<file path="src/rtl/load_store_ctrl.sv">
// Requester-side load/store controller for the word-indexed data RAM.
// Splits doublewords into two word accesses and formats load results.
module load_store_ctrl #(
  parameter int ADDR_W  = 8,
  parameter int MEM_LAT = 1
) (
  input  logic              Clk,
  input  logic              ResetN,
  input  logic              Start,
  input  logic              IsStore,
  input  logic [1:0]        Size,
  input  logic              SignExt,
  input  logic [ADDR_W-1:0] Addr,
  input  logic [63:0]       StoreData,
  output logic              Busy,
  output logic              Done,
  output logic [63:0]       LoadData,
  output logic              MemEnable,
  output logic              MemReadWrite,
  output logic [ADDR_W-1:0] MemAddress,
  output logic [31:0]       MemDataIn,
  output logic [1:0]        MemDataSize,
  input  logic [31:0]       MemDataOut
);

  localparam logic [3:0]        LAT_LAST = 4'(MEM_LAT - 1);
  localparam logic [ADDR_W-1:0] ADDR_ONE = ADDR_W'(1);

  typedef enum logic [1:0] {
    IDLE = 2'd0,
    ACC0 = 2'd1,
    ACC1 = 2'd2,
    DONE = 2'd3
  } state_t;

  function automatic logic [63:0] format_load(input logic [31:0] word,
                                              input logic [1:0]  size,
                                              input logic        sign_ext);
    logic [63:0] result;
    case (size)
      2'b00:   result = {{56{sign_ext & word[7]}}, word[7:0]};
      2'b01:   result = {{48{sign_ext & word[15]}}, word[15:0]};
      default: result = {{32{sign_ext & word[31]}}, word};
    endcase
    return result;
  endfunction

  state_t             state_r, state_s;
  logic [3:0]         cnt_r, cnt_s;
  logic               last_s, capture_s;
  logic               is_store_r, sign_ext_r;
  logic [1:0]         size_r;
  logic [ADDR_W-1:0]  addr_r;
  logic [63:0]        store_data_r;
  logic [31:0]        first_word_r, first_word_s;
  logic [63:0]        load_data_s;
  logic               req_store_s;
  logic [1:0]         req_size_s;
  logic [ADDR_W-1:0]  req_addr_s;
  logic [63:0]        req_data_s;
  logic               en_s, rw_s;
  logic [ADDR_W-1:0]  addr_s;
  logic [31:0]        din_s;
  logic [1:0]         dsize_s;

  // Next state and per-access wait counter
  always_comb begin
    state_s   = state_r;
    cnt_s     = cnt_r;
    capture_s = 1'b0;
    last_s    = (cnt_r == LAT_LAST);
    case (state_r)
      IDLE: begin
        if (Start) begin
          state_s   = ACC0;
          cnt_s     = 4'd0;
          capture_s = 1'b1;
        end else begin
          state_s = IDLE;
        end
      end
      ACC0: begin
        if (last_s) begin
          cnt_s   = 4'd0;
          state_s = (size_r == 2'b11) ? ACC1 : DONE;
        end else begin
          cnt_s = cnt_r + 4'd1;
        end
      end
      ACC1: begin
        if (last_s) begin
          cnt_s   = 4'd0;
          state_s = DONE;
        end else begin
          cnt_s = cnt_r + 4'd1;
        end
      end
      DONE:    state_s = IDLE;
      default: begin
        state_s = IDLE;
        cnt_s   = 4'd0;
      end
    endcase
  end

  // RAM pins for the upcoming cycle; the request is taken straight from the inputs on capture
  always_comb begin
    req_store_s = capture_s ? IsStore   : is_store_r;
    req_size_s  = capture_s ? Size      : size_r;
    req_addr_s  = capture_s ? Addr      : addr_r;
    req_data_s  = capture_s ? StoreData : store_data_r;
    en_s    = 1'b0;
    rw_s    = 1'b0;
    addr_s  = MemAddress;
    din_s   = MemDataIn;
    dsize_s = MemDataSize;
    case (state_s)
      ACC0: begin
        en_s    = 1'b1;
        rw_s    = req_store_s;
        addr_s  = req_addr_s;
        dsize_s = (req_size_s == 2'b11) ? 2'b10 : req_size_s;
        case (req_size_s)
          2'b00:   din_s = {24'd0, req_data_s[7:0]};
          2'b01:   din_s = {16'd0, req_data_s[15:0]};
          default: din_s = req_data_s[31:0];
        endcase
      end
      ACC1: begin
        en_s    = 1'b1;
        rw_s    = req_store_s;
        addr_s  = req_addr_s + ADDR_ONE;
        din_s   = req_data_s[63:32];
        dsize_s = 2'b10;
      end
      default: begin
        en_s = 1'b0;
        rw_s = 1'b0;
      end
    endcase
  end

  // Read data is taken at the edge closing the last cycle of each load access
  always_comb begin
    load_data_s  = LoadData;
    first_word_s = first_word_r;
    if (state_r == ACC0 && last_s && !is_store_r) begin
      if (size_r == 2'b11) begin
        first_word_s = MemDataOut;
      end else begin
        load_data_s = format_load(MemDataOut, size_r, sign_ext_r);
      end
    end else if (state_r == ACC1 && last_s && !is_store_r) begin
      load_data_s = {MemDataOut, first_word_r};
    end else begin
      load_data_s = LoadData;
    end
  end

  // State, request latch and registered outputs
  always_ff @(posedge Clk or negedge ResetN) begin
    if (!ResetN) begin
      state_r      <= IDLE;
      cnt_r        <= 4'd0;
      is_store_r   <= 1'b0;
      size_r       <= 2'b00;
      sign_ext_r   <= 1'b0;
      addr_r       <= '0;
      store_data_r <= 64'd0;
      first_word_r <= 32'd0;
      Busy         <= 1'b0;
      Done         <= 1'b0;
      LoadData     <= 64'd0;
      MemEnable    <= 1'b0;
      MemReadWrite <= 1'b0;
      MemAddress   <= '0;
      MemDataIn    <= 32'd0;
      MemDataSize  <= 2'b00;
    end else begin
      state_r      <= state_s;
      cnt_r        <= cnt_s;
      if (capture_s) begin
        is_store_r   <= IsStore;
        size_r       <= Size;
        sign_ext_r   <= SignExt;
        addr_r       <= Addr;
        store_data_r <= StoreData;
      end
      first_word_r <= first_word_s;
      Busy         <= (state_s != IDLE);
      Done         <= (state_s == DONE);
      LoadData     <= load_data_s;
      MemEnable    <= en_s;
      MemReadWrite <= rw_s;
      MemAddress   <= addr_s;
      MemDataIn    <= din_s;
      MemDataSize  <= dsize_s;
    end
  end

endmodule

</file>
<file path="config.mk">
export PLATFORM = sky130hd
export DESIGN_NAME = load_store_ctrl
export DESIGN_NICKNAME = d
export VERILOG_FILES = /design/src/rtl/load_store_ctrl.sv
export SDC_FILE = /design/constraint.sdc
export NUM_CORES = 1
export LEC_CHECK = 0
export CORE_ASPECT_RATIO = 0.7
export CORE_MARGIN = 2
export CORE_UTILIZATION = 50
export DETAILED_ROUTE_END_ITERATION = 8
export GPL_TIMING_DRIVEN = 0
export PLACE_DENSITY_LB_ADDON = 0.12
export SKIP_CTS_REPAIR_TIMING = 1
export SLEW_MARGIN = 20
export SYNTH_ARGS = -nofsm -noshare
export SYNTH_HDL_FRONTEND = slang
export SYNTH_SLANG_ARGS = --single-unit
</file>
<file path="constraint.sdc">
create_clock -name Clk -period 3.46 [get_ports Clk]
set_input_delay 0.692 -clock Clk [delete_from_list [all_inputs] [get_ports Clk]]
set_output_delay 0.692 -clock Clk [all_outputs]
set_load 0.01 [all_outputs]
</file>
## Word-level counts from Yosys, hierarchy flattened

Index checks and enable logic that the tools add are counted.
Widths: inputs -> output; s select.

| storage, ports and cells | value |
|---|---|
| memory bits (writable) | 0 |
| memory bits (read-only) | 0 |
| output and inout port bits | 110 |
| bits of input ports | 111 |
| word-level logic and storage cells | 76 |
| register bits | 224 |
| latch bits | 0 |
| memories | 0 |

| operators by class | value |
|---|---|
| equality and inequality tests | 12 |
| multiplexer cells | 25 |
| divide/modulo/power cells | 0 |
| multipliers | 0 |
| add/sub/neg operators | 2 |
| bitwise logic cells | 3 |
| magnitude comparators | 0 |
| shift-type cells | 0 |
| reduce and logical (&&, ||, !) cells | 18 |

Operators with widths:

| cell | number |
|---|---|
| $mux 64 | 4 |
| $pmux 32 s2 | 2 |
| $pmux 64 s2 | 1 |
| $pmux 8 s2 | 1 |
| $eq 2x2->1 const B | 6 |
| $add 8x1->8 const B | 1 |
| $eq 2x1->1 const B | 4 |
| $mux 2 | 4 |
| $mux 4 | 2 |
| $mux 8 | 1 |
| $pmux 2 s4 | 1 |
| $pmux 4 s2 | 1 |
| $reduce_bool 2->1 | 4 |
| $mux 1 | 7 |
| $logic_not 2->1 | 3 |
| $reduce_and 2->1 | 3 |
| $add 4x1->4 const B | 1 |
| $logic_and 1x1->1 | 4 |
| $logic_not 4->1 | 1 |
| $ne 2x2->1 const B | 2 |
| $pmux 2 s2 | 1 |
| $reduce_or 2->1 | 2 |
| $and 1x1->1 | 3 |
| $logic_not 1->1 | 1 |

## Logic depth before layout (Yosys ltp)

| depth | value |
|---|---|
| depth after elaboration | 7 |
| mapped depth | 13 |
| gate-level depth less buffers | 11 |

## Worst setup path before layout

OpenSTA, ideal clock, no wires.

| timing path | value |
|---|---|
| path type | reg-to-reg |
| from | register cnt_r[0] |
| to | register MemDataIn[7] |
| library setup time | 125 ps |
| setup slack | 422 ps |
| arrival time | 2,913 ps |
| data required time | 3,335 ps |
| cell stages (with the launch flop) | 12 |
| period minus slack after synthesis | 3,038 ps |
| buffers on the path | 2 |
| path through | dfrtp_1 > inv_1 > ha_1 > or3b_4 > a221oi_1 > a21oi_1 > ha_1 > clkbuf_1 > inv_2 > buf_1 > mux2_2 > mux2_2 |

| on the way | value |
|---|---|
| word-level cells in the longest chain between the ends | 5 |
| elaborated cells on any way between the ends | 8 |

RTL lines:

| what | RTL line | RTL |
|---|---|---|
| from (decl) | 49 | `logic [3:0] cnt_r, cnt_s;` |
| from (signal assigned) | 181 | `cnt_r <= cnt_s;` |
| $logic_not 4->1 * | 71 | `last_s = (cnt_r == LAT_LAST);` |
| $mux 2 (on tied branches) | 91, 83 |  |
| $pmux 2 s4 * | 72 | `case (state_r)` |
| $eq 2x2->1 / $eq 2x1->1 (equally long branches) | 117 | `case (state_s)` |
| $pmux 32 s2 / $reduce_bool 2->1 (equally long branches) | - |  |
| to (signal assigned) | 196 | `MemDataIn <= din_s;` |
| to (decl) | 21 | `output logic [31:0] MemDataIn,` |

Mark *: on every way between the ends. The rest lies on a longest branch, timed or not.
A chain may end at the register's enable or synchronous reset.

## Final worst setup path

Ends and elaborated chain as after synthesis.

==> flow_metrics.tcl <==
set metrics [dict create \
    ff2ff_setup_slack_ns 0.21 \
    antenna-diode-count 0 \
    drtAntennaViolNets 0 \
    netlist_top_cells_count "dfrtp_1 (224), mux2_2 (109), nand2_1 (80), nor2_1 (52), o221a_2 (32)" \
    die-width_um 170 \
    cts_inserted_buffers 22 \
    avgViaCountPerCell 5.59 \
    synth_area_um2 9650 \
    critical_path.cell_chain "inv_1, ha_1, or3b_4, a221oi_1, a21oi_1, ha_2, inv_2, clkbuf_2, mux2_2, mux2_2" \
    crit_path_max_incr_delay_ns 0.46 \
    initial_core_util_pct 51.0 \
    worst_setup_hold_path_clk_slew_ns 0.06 \
    max-slew-margin-rel_pct 51.9 \
    grt_remaining_overflow 0 \
    yosys_register_bits 224 \
    post_route_cells_drive_above_1_share_pct 20.5 \
    final_hold_violations 0 \
    startpoint_type "register" \
    asyncSetResetFlopFracSynth_pct 100 \
    switchingPower_mw 4.88 \
    reg2regPathDepth 10 \
    final_max_slew_viol_count 0 \
    antenna_found_initial 0 \
    critPathMostFrequentCell "mux2_2" \
    synth_sequential_area_ratio_pct 58.1 \
    syn_area_per_cell_um2 12.1 \
    fin_area_um2 12900 \
    routed_wl_um 24600 \
    relative_contribution_of_sequential_cells_to_total_power_pct 33.5 \
    area_growth_pct 34.2 \
    crit_path_max_fanout 10 \
    power_report.internal_total_mw 8.73 \
    number_of_top_level_design_ports 221 \
    crit-reg2reg-capture "MemDataIn[7]$_DFFE_PN0P_" \
    origin_of_the_critical_flop_to_flop_path "cnt_r[0]$_DFFE_PN0P_" \
    power.combinational.fraction_pct 48.7 \
    tightest_slew_ns 0.722 \
    synthesized_netlist_cell_count 798 \
    global_route.usage.total_pct 24.4 \
    post_drt_wl_per_cell_um 19.0 \
    tritoncts "yes" \
    synth.largest_area_cell "dfrtp_1" \
    first_pass_grt_wire_length_um 39200 \
    gp_routability_congestion 0.830 \
    p_per_area_nw_per_um2 1050 \
    synth_enable_flop_cells 0 \
    detail_route.iter0.violations 648 \
    sw_frac_of_total_pct 35.9 \
    grt_setup_unrepaired "false" \
    synth_warnings 0 \
    crit_type "register to register" \
    worst-endpoint-required_ns 3.84 \
    synthFlopType "dfrtp_1" \
    crit_slowest_cell "dfrtp_1" \
    placeableCoreArea_um2 18900 \
    p_clk_share_pct 17.8 \
    crit_path_end_kind "register" \
    synthesis.nets 921 \
    io_buffers 220 \
    route.detailed.drc 0 \
    fin_skew_ns 0.00766 \
    maximum_number_of_pins_on_one_net_before_global_route_repair 97 \
    cts_max_level 1 \
    synth.lib_cells_used.distinct 53 \
    post-route-period-util_pct 94.0 \
    vias 7254 \
    placementRows 42 \
    first_global_vias 7209 \
    clock_tree.buffer_depth 3 \
    power.static_leakage_nw 5.53 \
    synthMostInstantiatedCell "dfrtp_1" \
    timing.final.setup_violations 0 \
    die_y_um 120 \
    root_buffer "clkbuf_16" \
    netlist_top_cells_area "dfrtp_1 (58%), mux2_2 (13%), o221a_2 (3.7%)" \
    drt_first_pass_iters 5 \
    yosys.area.top_type_share_pct 58.1 \
    skew_pair_late_insertion_delay_ns 0.49 \
    vdd.ir_drop.worst_v 0.000467 \
    num-nets-final 1165 \
    critical_path_arrival_ns 3.63 \
    run_status "completed" \
    max_freq_ghz 0.308 \
    floorplan.die_area_um2 20400 \
    setup-tns-final_ns 0 \
    detailed_placer_s_ending_hpwl_um 17700 \
    cts.sink_count 224 \
    final_period_minus_worst_setup_slack_ns 3.25 \
    worstHoldPathType "primary input to asynchronous set/reset pin" \
    postPlaceCellArea_um2 12200 \
    max_cap_viol_count 0 \
]
per-stage QoR:
stage | power, mW | worst slack, ns | util (%) | cells | hold slack (ns)
2_1_floorplan | 8.58 | 0.422 | - | 798 | 0.396
3_3_place_gp | 11.0 | -7.97 | 64.2 | 1260 | 0.461
3_5_place_dp | 11.2 | -0.585 | 64.6 | 1262 | 0.470
4_1_cts | 13.7 | -0.310 | 68.4 | 1299 | 0.113
5_1_grt | 14.6 | 0.00760 | 68.4 | 1297 | 0.118
6_report | 13.6 | 0.209 | 68.4 | 1297 | 0.107
routing by layer:
| layer | wire [um] | vias up | global-route usage (%) |
|---|---|---|---|
| li1 | - | 3351 | - |
| met1 | 12200 | 3626 | 38.9 |
| met2 | 10300 | 242 | 34.3 |
| met3 | 1670 | 35 | 5.11 |
| met4 | 478 | 0 | 5.34 |
| met5 | 0 | - | 0 |
cell type report:
cell class                      instances  area [um^2]
Buffer                                 53          297
Multi-Input combinational cell        496         3670
Sequential cell                       224         5610
Clock buffer                           31          646
Fill cell                            1449         5970
Clock inverter                          6         80.1
Tap cell                              242          303
Timing Repair Buffer                  222         2260
Inverter                               23         86.3
sequential cells by signal, summed over array words and instances, names as in the netlist:
name,cells
LoadData,64
store_data_r,64
MemDataIn,32
first_word_r,32
MemAddress,8
addr_r,8
cnt_r,4
MemDataSize,2
size_r,2
state_r,2
Busy,1
Done,1
MemEnable,1
MemReadWrite,1
is_store_r,1
sign_ext_r,1
how the worst max path moves through the flow:
| stage | from | slack, ns | endpoint |
|---|---|---|---|
| 6_report | cnt_r[0]$_DFFE_PN0P_ | 0.21 | MemDataIn[7]$_DFFE_PN0P_ |
| 5_1_grt | cnt_r[0]$_DFFE_PN0P_ | 0.008 | MemDataIn[15]$_DFFE_PN0P_ |
| 4_1_cts | cnt_r[0]$_DFFE_PN0P_ | -0.31 | MemDataIn[25]$_DFFE_PN0P_ |
| 3_5_place_dp | Start | -0.58 | MemDataIn[25]$_DFFE_PN0P_ |
| 3_3_place_gp | ResetN | -7.97 | store_data_r[57]$_DFF_PN0_ |
| 2_1_floorplan | cnt_r[0]$_DFFE_PN0P_ | 0.42 | MemDataIn[7]$_DFFE_PN0P_ |
cells in the final DEF, fill, tap and decap left out, types with 23 or more instances in the layout:
master             n
mux2_2           109
nor2_1            52
clkdlybuf4s50_1  219
o221a_2           32
clkbuf_1          27
a31oi_1           28
dfrtp_1          224
a21oi_1           27
nand2_1           80
clkbuf_16         23
mux2i_1           23
power groups by stage:
stage	sequential, mW	clock (mW)	combinational [mW]
2_1_floorplan	4.77	0	3.81
3_3_place_gp	4.57	0	6.47
3_5_place_dp	4.60	0	6.60
4_1_cts	4.56	2.47	6.64
5_1_grt	4.71	2.58	7.26
6_report	4.56	2.42	6.63
logic make-up (layout without fill, tap and decap cells):
group	count (synthesis)	in the layout	synth area share, %
mux	135	135	15.5
fa+ha+maj	12	12	1.56
flops	224	224	58.1
xor+xnor	4	4	0.363
buf+inv	78	335	3.92
compound gates	159	159	12.0
simple gates	186	186	8.64
critical path: cells and delay by family (launching register included):
| kind | cells | cell delay (ns) |
|---|---|---|
| muxes | 2 | 0.63 |
| and+or+nand+nor | 1 | 0.42 |
| adders and majority gates | 2 | 0.51 |
| AOI/OAI and AO/OA | 2 | 0.53 |
| buffers and inverters | 3 | 0.59 |
| DFF | 1 | 0.46 |
No activity file was read; power rests on OpenSTA's default activity.
